## src/rtl/tcdm_lic_xbar_pkg.sv

```systemverilog
// Shared elaboration helpers for the TCDM logarithmic crossbar.
// Latency: n/a (constant functions only).
// Backpressure: n/a.
package tcdm_lic_xbar_pkg;

    function automatic bit is_pow2(input int unsigned n);
        return (n != 0) && ((n & (n - 1)) == 0);
    endfunction

    // Index width that never collapses to zero bits for single-entry ranges.
    function automatic int unsigned idx_width(input int unsigned n);
        return (n > 1) ? $clog2(n) : 1;
    endfunction

endpackage

```

## src/rtl/tcdm_lic_xbar_rr_arb_tree.sv

```systemverilog
// Binary round-robin arbitration tree with payload mux, one per bank.
// Latency: combinational request/grant/data path; priority counter updates on handshake.
// Backpressure: gnt_i=0 blocks every grant; the selected payload is still presented.
module rr_arb_tree
    import tcdm_lic_xbar_pkg::*;
#(
    parameter int unsigned NumIn     = 4,
    parameter int unsigned DataWidth = 32,
    parameter bit          ExtPrio   = 1'b1,
    localparam int unsigned IdxW     = idx_width(NumIn)
) (
    input  logic                                clk_i,
    input  logic                                rst_ni,
    input  logic                                flush_i,
    input  logic [IdxW-1:0]                     rr_i,
    input  logic [NumIn-1:0]                    req_i,
    output logic [NumIn-1:0]                    gnt_o,
    input  logic [NumIn-1:0][DataWidth-1:0]     data_i,
    input  logic                                gnt_i,
    output logic                                req_o,
    output logic [DataWidth-1:0]                data_o,
    output logic [IdxW-1:0]                     idx_o
);

    if (NumIn == 1) begin : gen_bypass
        assign req_o  = req_i[0];
        assign gnt_o  = gnt_i;
        assign data_o = data_i[0];
        assign idx_o  = '0;
    end else begin : gen_tree
        localparam int unsigned NumLvl   = $clog2(NumIn);
        localparam int unsigned NumNodes = 2 * NumIn - 1;

        logic [IdxW-1:0]                    prio, rr_d, rr_q;
        logic [NumNodes-1:0]                node_req, node_gnt;
        logic [NumNodes-1:0][IdxW-1:0]      node_idx;
        logic [NumNodes-1:0][DataWidth-1:0] node_dat;
        logic [NumIn-2:0]                   node_sel;

        assign prio = ExtPrio ? rr_i : rr_q;

        // Heap layout: node 0 is the root, leaves occupy NumIn-1 .. 2*NumIn-2.
        for (genvar j = 0; j < NumIn; j++) begin : gen_leaf
            assign node_req[NumIn-1+j] = req_i[j];
            assign node_idx[NumIn-1+j] = IdxW'(j);
            assign node_dat[NumIn-1+j] = data_i[j];
            assign gnt_o[j]            = node_gnt[NumIn-1+j] & req_i[j];
        end

        for (genvar d = 0; d < NumLvl; d++) begin : gen_lvl
            for (genvar i = 0; i < (2 ** d); i++) begin : gen_node
                localparam int unsigned N   = (2 ** d) - 1 + i;
                localparam int unsigned Lvl = NumLvl - 1 - d;
                assign node_sel[N]     = ~node_req[2*N+1] | (node_req[2*N+2] & prio[Lvl]);
                assign node_req[N]     = node_req[2*N+1] | node_req[2*N+2];
                assign node_idx[N]     = node_sel[N] ? node_idx[2*N+2] : node_idx[2*N+1];
                assign node_dat[N]     = node_sel[N] ? node_dat[2*N+2] : node_dat[2*N+1];
                assign node_gnt[2*N+1] = node_gnt[N] & ~node_sel[N];
                assign node_gnt[2*N+2] = node_gnt[N] &  node_sel[N];
            end
        end

        assign node_gnt[0] = gnt_i;
        assign req_o       = node_req[0];
        assign data_o      = node_dat[0];
        assign idx_o       = node_idx[0];

        always_comb begin
            rr_d = rr_q;
            if (flush_i) begin
                rr_d = '0;
            end else if (req_o && gnt_i) begin
                rr_d = rr_q + IdxW'(1);
            end
        end

        always_ff @(posedge clk_i) begin
            if (!rst_ni) begin
                rr_q <= '0;
            end else begin
                rr_q <= rr_d;
            end
        end
    end

endmodule

```

## src/rtl/tcdm_lic_xbar.sv

```systemverilog
// NumIn x NumOut logarithmic crossbar between cluster masters and TCDM banks.
// Latency: grant is combinational; response returns exactly RespLat cycles after handshake.
// Backpressure: losing or stalled masters see gnt_o=0 and must hold their request.
module tcdm_lic_xbar
    import tcdm_lic_xbar_pkg::*;
#(
    parameter int unsigned NumIn         = 4,
    parameter int unsigned NumOut        = 4,
    parameter int unsigned ReqDataWidth  = 32,
    parameter int unsigned RespDataWidth = 32,
    parameter int unsigned RespLat       = 1,
    parameter bit          WriteRespOn   = 1'b1,
    parameter bit          BroadCastOn   = 1'b0,
    parameter bit          ExtPrio       = 1'b1,
    localparam int unsigned AddW         = idx_width(NumOut),
    localparam int unsigned InIdxW       = idx_width(NumIn)
) (
    input  logic                                    clk_i,
    input  logic                                    rst_ni,
    input  logic [NumIn-1:0]                        req_i,
    input  logic [NumIn-1:0][AddW-1:0]              add_i,
    input  logic [NumIn-1:0]                        wen_i,
    input  logic [NumIn-1:0][ReqDataWidth-1:0]      wdata_i,
    output logic [NumIn-1:0]                        gnt_o,
    output logic [NumIn-1:0]                        vld_o,
    output logic [NumIn-1:0][RespDataWidth-1:0]     rdata_o,
    input  logic [NumOut-1:0][InIdxW-1:0]           rr_i,
    input  logic [NumOut-1:0]                       gnt_i,
    output logic [NumOut-1:0]                       req_o,
    output logic [NumOut-1:0][ReqDataWidth-1:0]     wdata_o,
    input  logic [NumOut-1:0][RespDataWidth-1:0]    rdata_i
);

    if (!is_pow2(NumIn) || !is_pow2(NumOut) || (NumOut < 2) || (RespLat < 1)) begin : gen_param_err
        $error("tcdm_lic_xbar: NumIn and NumOut must be powers of two (NumOut >= 2), RespLat >= 1");
    end

    logic [NumOut-1:0][NumIn-1:0]  sl_req, sl_gnt;
    logic [NumOut-1:0][InIdxW-1:0] sl_idx;
    logic [NumIn-1:0]              push_vld;

    for (genvar k = 0; k < NumOut; k++) begin : gen_slave
        for (genvar j = 0; j < NumIn; j++) begin : gen_dec
            assign sl_req[k][j] = req_i[j] & (BroadCastOn | (add_i[j] == AddW'(k)));
        end

        rr_arb_tree #(
            .NumIn     (NumIn),
            .DataWidth (ReqDataWidth),
            .ExtPrio   (ExtPrio)
        ) i_arb (
            .clk_i   (clk_i),
            .rst_ni  (rst_ni),
            .flush_i (1'b0),
            .rr_i    (rr_i[k]),
            .req_i   (sl_req[k]),
            .gnt_o   (sl_gnt[k]),
            .data_i  (wdata_i),
            .gnt_i   (gnt_i[k]),
            .req_o   (req_o[k]),
            .data_o  (wdata_o[k]),
            .idx_o   (sl_idx[k])
        );

        // A granted bank hands its grant to exactly the master the tree selected.
        assert property (@(posedge clk_i) disable iff (!rst_ni)
            (req_o[k] && gnt_i[k]) |-> (sl_gnt[k] == (NumIn'(1) << sl_idx[k])));
    end

    for (genvar j = 0; j < NumIn; j++) begin : gen_master
        logic [RespLat-1:0]           vld_d, vld_q;
        logic [RespLat-1:0][AddW-1:0] idx_d, idx_q;

        if (BroadCastOn) begin : gen_bc_gnt
            logic [NumOut-1:0] col_gnt;
            for (genvar k = 0; k < NumOut; k++) begin : gen_col
                assign col_gnt[k] = sl_gnt[k][j];
            end
            assign gnt_o[j] = &col_gnt;
        end else begin : gen_uc_gnt
            assign gnt_o[j] = sl_gnt[add_i[j]][j];
        end

        assign push_vld[j] = req_i[j] & gnt_o[j] & (~wen_i[j] | WriteRespOn);

        always_comb begin
            vld_d    = vld_q;
            idx_d    = idx_q;
            vld_d[0] = push_vld[j];
            idx_d[0] = add_i[j];
            for (int s = 1; s < RespLat; s++) begin
                vld_d[s] = vld_q[s-1];
                idx_d[s] = idx_q[s-1];
            end
        end

        always_ff @(posedge clk_i) begin
            if (!rst_ni) begin
                vld_q <= '0;
                idx_q <= '0;
            end else begin
                vld_q <= vld_d;
                idx_q <= idx_d;
            end
        end

        // Data mux follows the tail bank index whether or not the tail is valid.
        assign vld_o[j]   = vld_q[RespLat-1];
        assign rdata_o[j] = rdata_i[idx_q[RespLat-1]];
    end

endmodule

```

## config.mk

```make
export PLATFORM = sky130hd
export DESIGN_NAME = tcdm_lic_xbar
export DESIGN_NICKNAME = d
export VERILOG_FILES = /design/src/rtl/tcdm_lic_xbar_pkg.sv /design/src/rtl/tcdm_lic_xbar_rr_arb_tree.sv /design/src/rtl/tcdm_lic_xbar.sv
export SDC_FILE = /design/constraint.sdc
export NUM_CORES = 1
export LEC_CHECK = 0
export ABC_AREA = 1
export ABC_CLOCK_PERIOD_IN_PS = 2000
export CAP_MARGIN = 20
export CORE_AREA = 2 2 214 216
export CTS_BUF_LIST = sky130_fd_sc_hd__clkbuf_4 sky130_fd_sc_hd__clkbuf_8
export DETAILED_ROUTE_END_ITERATION = 7
export DIE_AREA = 0 0 216 218
export GPL_ROUTABILITY_DRIVEN = 0
export PLACE_DENSITY = 0.53
export SYNTH_ARGS = -nofsm -noshare
export SYNTH_HDL_FRONTEND = slang
export SYNTH_SLANG_ARGS = --single-unit
export TNS_END_PERCENT = 20
```

## constraint.sdc

```tcl
create_clock -name clk_i -period 2 [get_ports clk_i]
set_input_delay 0.4 -clock clk_i [delete_from_list [all_inputs] [get_ports clk_i]]
set_output_delay 0.4 -clock clk_i [all_outputs]
set_load 0.01 [all_outputs]
```

==> impl_metrics.py <==
metrics = {
    "synthesis": {
        "ys.flop_type": "dfxtp_1",
        "ys_top_cells_by_count": "nor2_1 (386), o21ai_0 (381), nand2_1 (237), o22ai_1 (192), clkbuf_1 (82)",
        "synth_top_cell_by_area": "o21ai_0",
        "yosysWarnings": 0,
        "synth_edf_count": 0,
        "synth_top_cells_by_area": "o21ai_0 (24%), nor2_1 (18%), o22ai_1 (15%), nand2_1 (11%), a32oi_1 (5.9%)",
        "synth.distinct_cells": 27,
        "avgSynthCellArea_um2": 4.99,
        "syn_inst": 1613,
        "yosysSeqAreaShare_pct": 2.98,
        "synthesis.nets": 1899,
        "synth-async-reset-ratio_pct": 0,
        "yosysTopAreaCellShare_pct": 23.7,
        "syn_area_um2": 8050,
        "synth-seq-cells": 12,
        "yosysMostFrequentCell": "nor2_1",
    },
    "timing": {
        "max_freq_ghz": 0.414,
        "finalSetupViolCount": 138,
        "finalHoldViolCount": 0,
        "maxSlewHeadroom_pct": 74.2,
        "fin_crit_ns": 2.42,
        "rsz0062_at_grt": "yes",
        "final.period_utilization_pct": 121,
        "worst_slew_pin_slew_ns": 0.386,
        "worst_slack_ns": -0.417,
        "drv_slew": 0,
    },
    "cells_and_area": {
        "area_delta_synth_final_pct": 145,
        "drive_gt1_share_pct": 35.6,
        "final_area_um2": 19700,
        "nNetsFinal": 2656,
        "fillers": 4470,
    },
    "routing": {
        "drt_iter0_markers": 2068,
        "vias": 17103,
        "final_antenna_net_count": 0,
        "wl_per_cell_um": 26.0,
        "wl_met3_um": 8770,
        "drt_pass1_iterations": 8,
        "viasPerCell": 5.75,
        "wl_met2_um": 36400,
        "top_layer": "met5",
        "wl_um": 77200,
        "wl_met1_um": 25200,
        "remaining_drc_errors": 0,
    },
    "critical_path": {
        "crit_slowest_cell": "a32oi_4",
        "crit_path_cell_trace": "buf_12 -> buf_12 -> nor2_4 -> buf_6 -> nand3_4 -> nand2_4 -> buf_8 -> inv_8 -> buf_12 -> nand2_1 -> a32oi_4 -> buf_6",
        "cp-end-kind": "output port",
        "cpPeakStageDelay_ns": 0.21,
        "cp_common_cell": "buf_12",
        "cp_top_family": "buffers and inverters",
        "crit_type": "in2out",
        "start_kind": "input pin",
        "crit_required_ns": 1.60,
        "worst-path-max-fanout": 7,
        "crit_arrival_ns": 2.02,
        "path_buf_inv": 7,
    },
    "power": {
        "totalPowerFinal_mw": 6.24,
        "p_leak_nw": 9.04,
        "peakVddDrop_mv": 0.189,
        "switchingPower_mw": 3.07,
        "netSwitchingFraction_pct": 49.2,
        "power.density_nw_per_um2": 317,
        "p_clk_share_pct": 3.5,
        "p_comb_share_pct": 92.1,
        "p_int_mw": 3.17,
        "p_seq_share_pct": 4.4,
    },
    "placed_design": {
        "port_buffers": 549,
        "dp_hpwl_um": 51600,
        "placed_cell_area_um2": 16000,
    },
    "clock_tree": {
        "cts_made_buffers": 3,
        "clkTransAtPathRegs_ns": 0.05,
        "ctsHoldBuffers": 0,
        "root_buffer": "clkbuf_8",
        "cts_sinks": 12,
        "cts_tree": "built",
        "clock_path_buffers": 2,
        "h-tree-depth": 1,
    },
    "grt": {
        "grt_pass1_wl_um": 106000,
        "first_global_vias": 16153,
        "gr-usage-all-layers_pct": 29.1,
        "antenna_found_initial": 7,
        "overflow": 0,
        "grt_max_degree": 43,
    },
    "floorplan": {
        "coreArea_um2": 44900,
        "num_io_pins": 554,
        "fp-row-count": 78,
        "die_y_um": 218,
        "die_x_um": 216,
        "initial_core_util_pct": 17.9,
        "dieArea_um2": 47100,
    },
    "worst_hold_path": {
        "holdCritPathClass": "in2reg",
    },
    "outcome": {
        "violations": "setup timing",
        "status": "finished, violations left",
    },
    "flow_run": {
        "maxCapViolations": 0,
    },
}
[final timing paths]
kind  startpoint                      to  slack (ns)  cells past startpoint
max     add_i[6]             wdata_o[31]       -0.42                     12
min     add_i[3]  gen_master[1].idx_q[1]        0.39                      3
[per-layer routing]
| layer | up-vias | GRT usage [%] |
|---|---|---|
| li1 | 7280 | - |
| met1 | 7953 | 31.8 |
| met2 | 1470 | 52.0 |
| met3 | 398 | 6.37 |
| met4 | 2 | 16.9 |
| met5 | - | 0 |
[power by group through the flow]
stage / registers, mW / logic, mW / clock network, mW
final: 0.275 / 5.75 / 0.218
after global routing: 0.277 / 5.97 / 0.255
after CTS: 0.276 / 5.35 / 0.241
after detailed placement: 0.282 / 4.85 / 0
after global placement: 0.282 / 4.83 / 0
after floorplan: 0.266 / 1.72 / 0
[per-stage QoR]
step / setup TNS, ns / hold slack, ns / std cells / setup WS, ns / utilization (%)
floorplan: 0 / 0.493 / 1613 / 0.163 / -
global placement: -190.90 / 1.14 / 2825 / -1.53 / 35.6
detailed placement: -190.42 / 1.12 / 2825 / -1.50 / 35.6
CTS: -58.66 / 0.408 / 2941 / -0.394 / 40.7
global route: -30.96 / 0.411 / 2971 / -0.409 / 43.9
finish: -25.67 / 0.392 / 2974 / -0.417 / 43.9
[layout by cell type, fill, tap and decap left out, types with 33 or more instances in the layout]
cell / count
a21oi_1: 39
o22ai_1: 155
clkdlybuf4s50_1: 253
buf_6: 69
a32oi_2: 33
buf_12: 104
nor2_1: 364
o22ai_2: 36
buf_4: 208
nand2_4: 37
nand2_2: 40
o21ai_0: 323
dlymetal6s2s_1: 105
nand2_1: 167
buf_2: 99
[flip-flops by register name, indices dropped and copies added, names as in the netlist]
signal / cells
gen_master.idx_q: 8
gen_master.vld_q: 4
[area by class of cell]
type                            count  area [µm²]  area share, %
Timing Repair Buffer              916        9970           50.6
Inverter                           44         305           1.55
Antenna cell                        6        15.0         0.0761
Clock buffer                        3        41.3          0.209
Sequential cell                    12         256           1.30
Tap cell                          600         751           3.81
Multi-Input combinational cell   1393        8380           42.5
[logic make-up after synthesis]
| group | after synthesis | synth area share [%] |
|---|---|---|
| flip-flops | 12 | 2.98 |
| AND/OR/NAND/NOR | 679 | 33.4 |
| AO/OA/AOI/OAI | 714 | 51.8 |
| buffers and inverters | 208 | 11.9 |
[repair_timing]
action,4_1_cts,5_1_grt
gates cloned,22,9
setup endpoints to repair,262,249
buffers inserted,95,37
gates resized for setup,903,482
pin swaps,94,102
No activity file was read; power rests on OpenSTA's default activity.
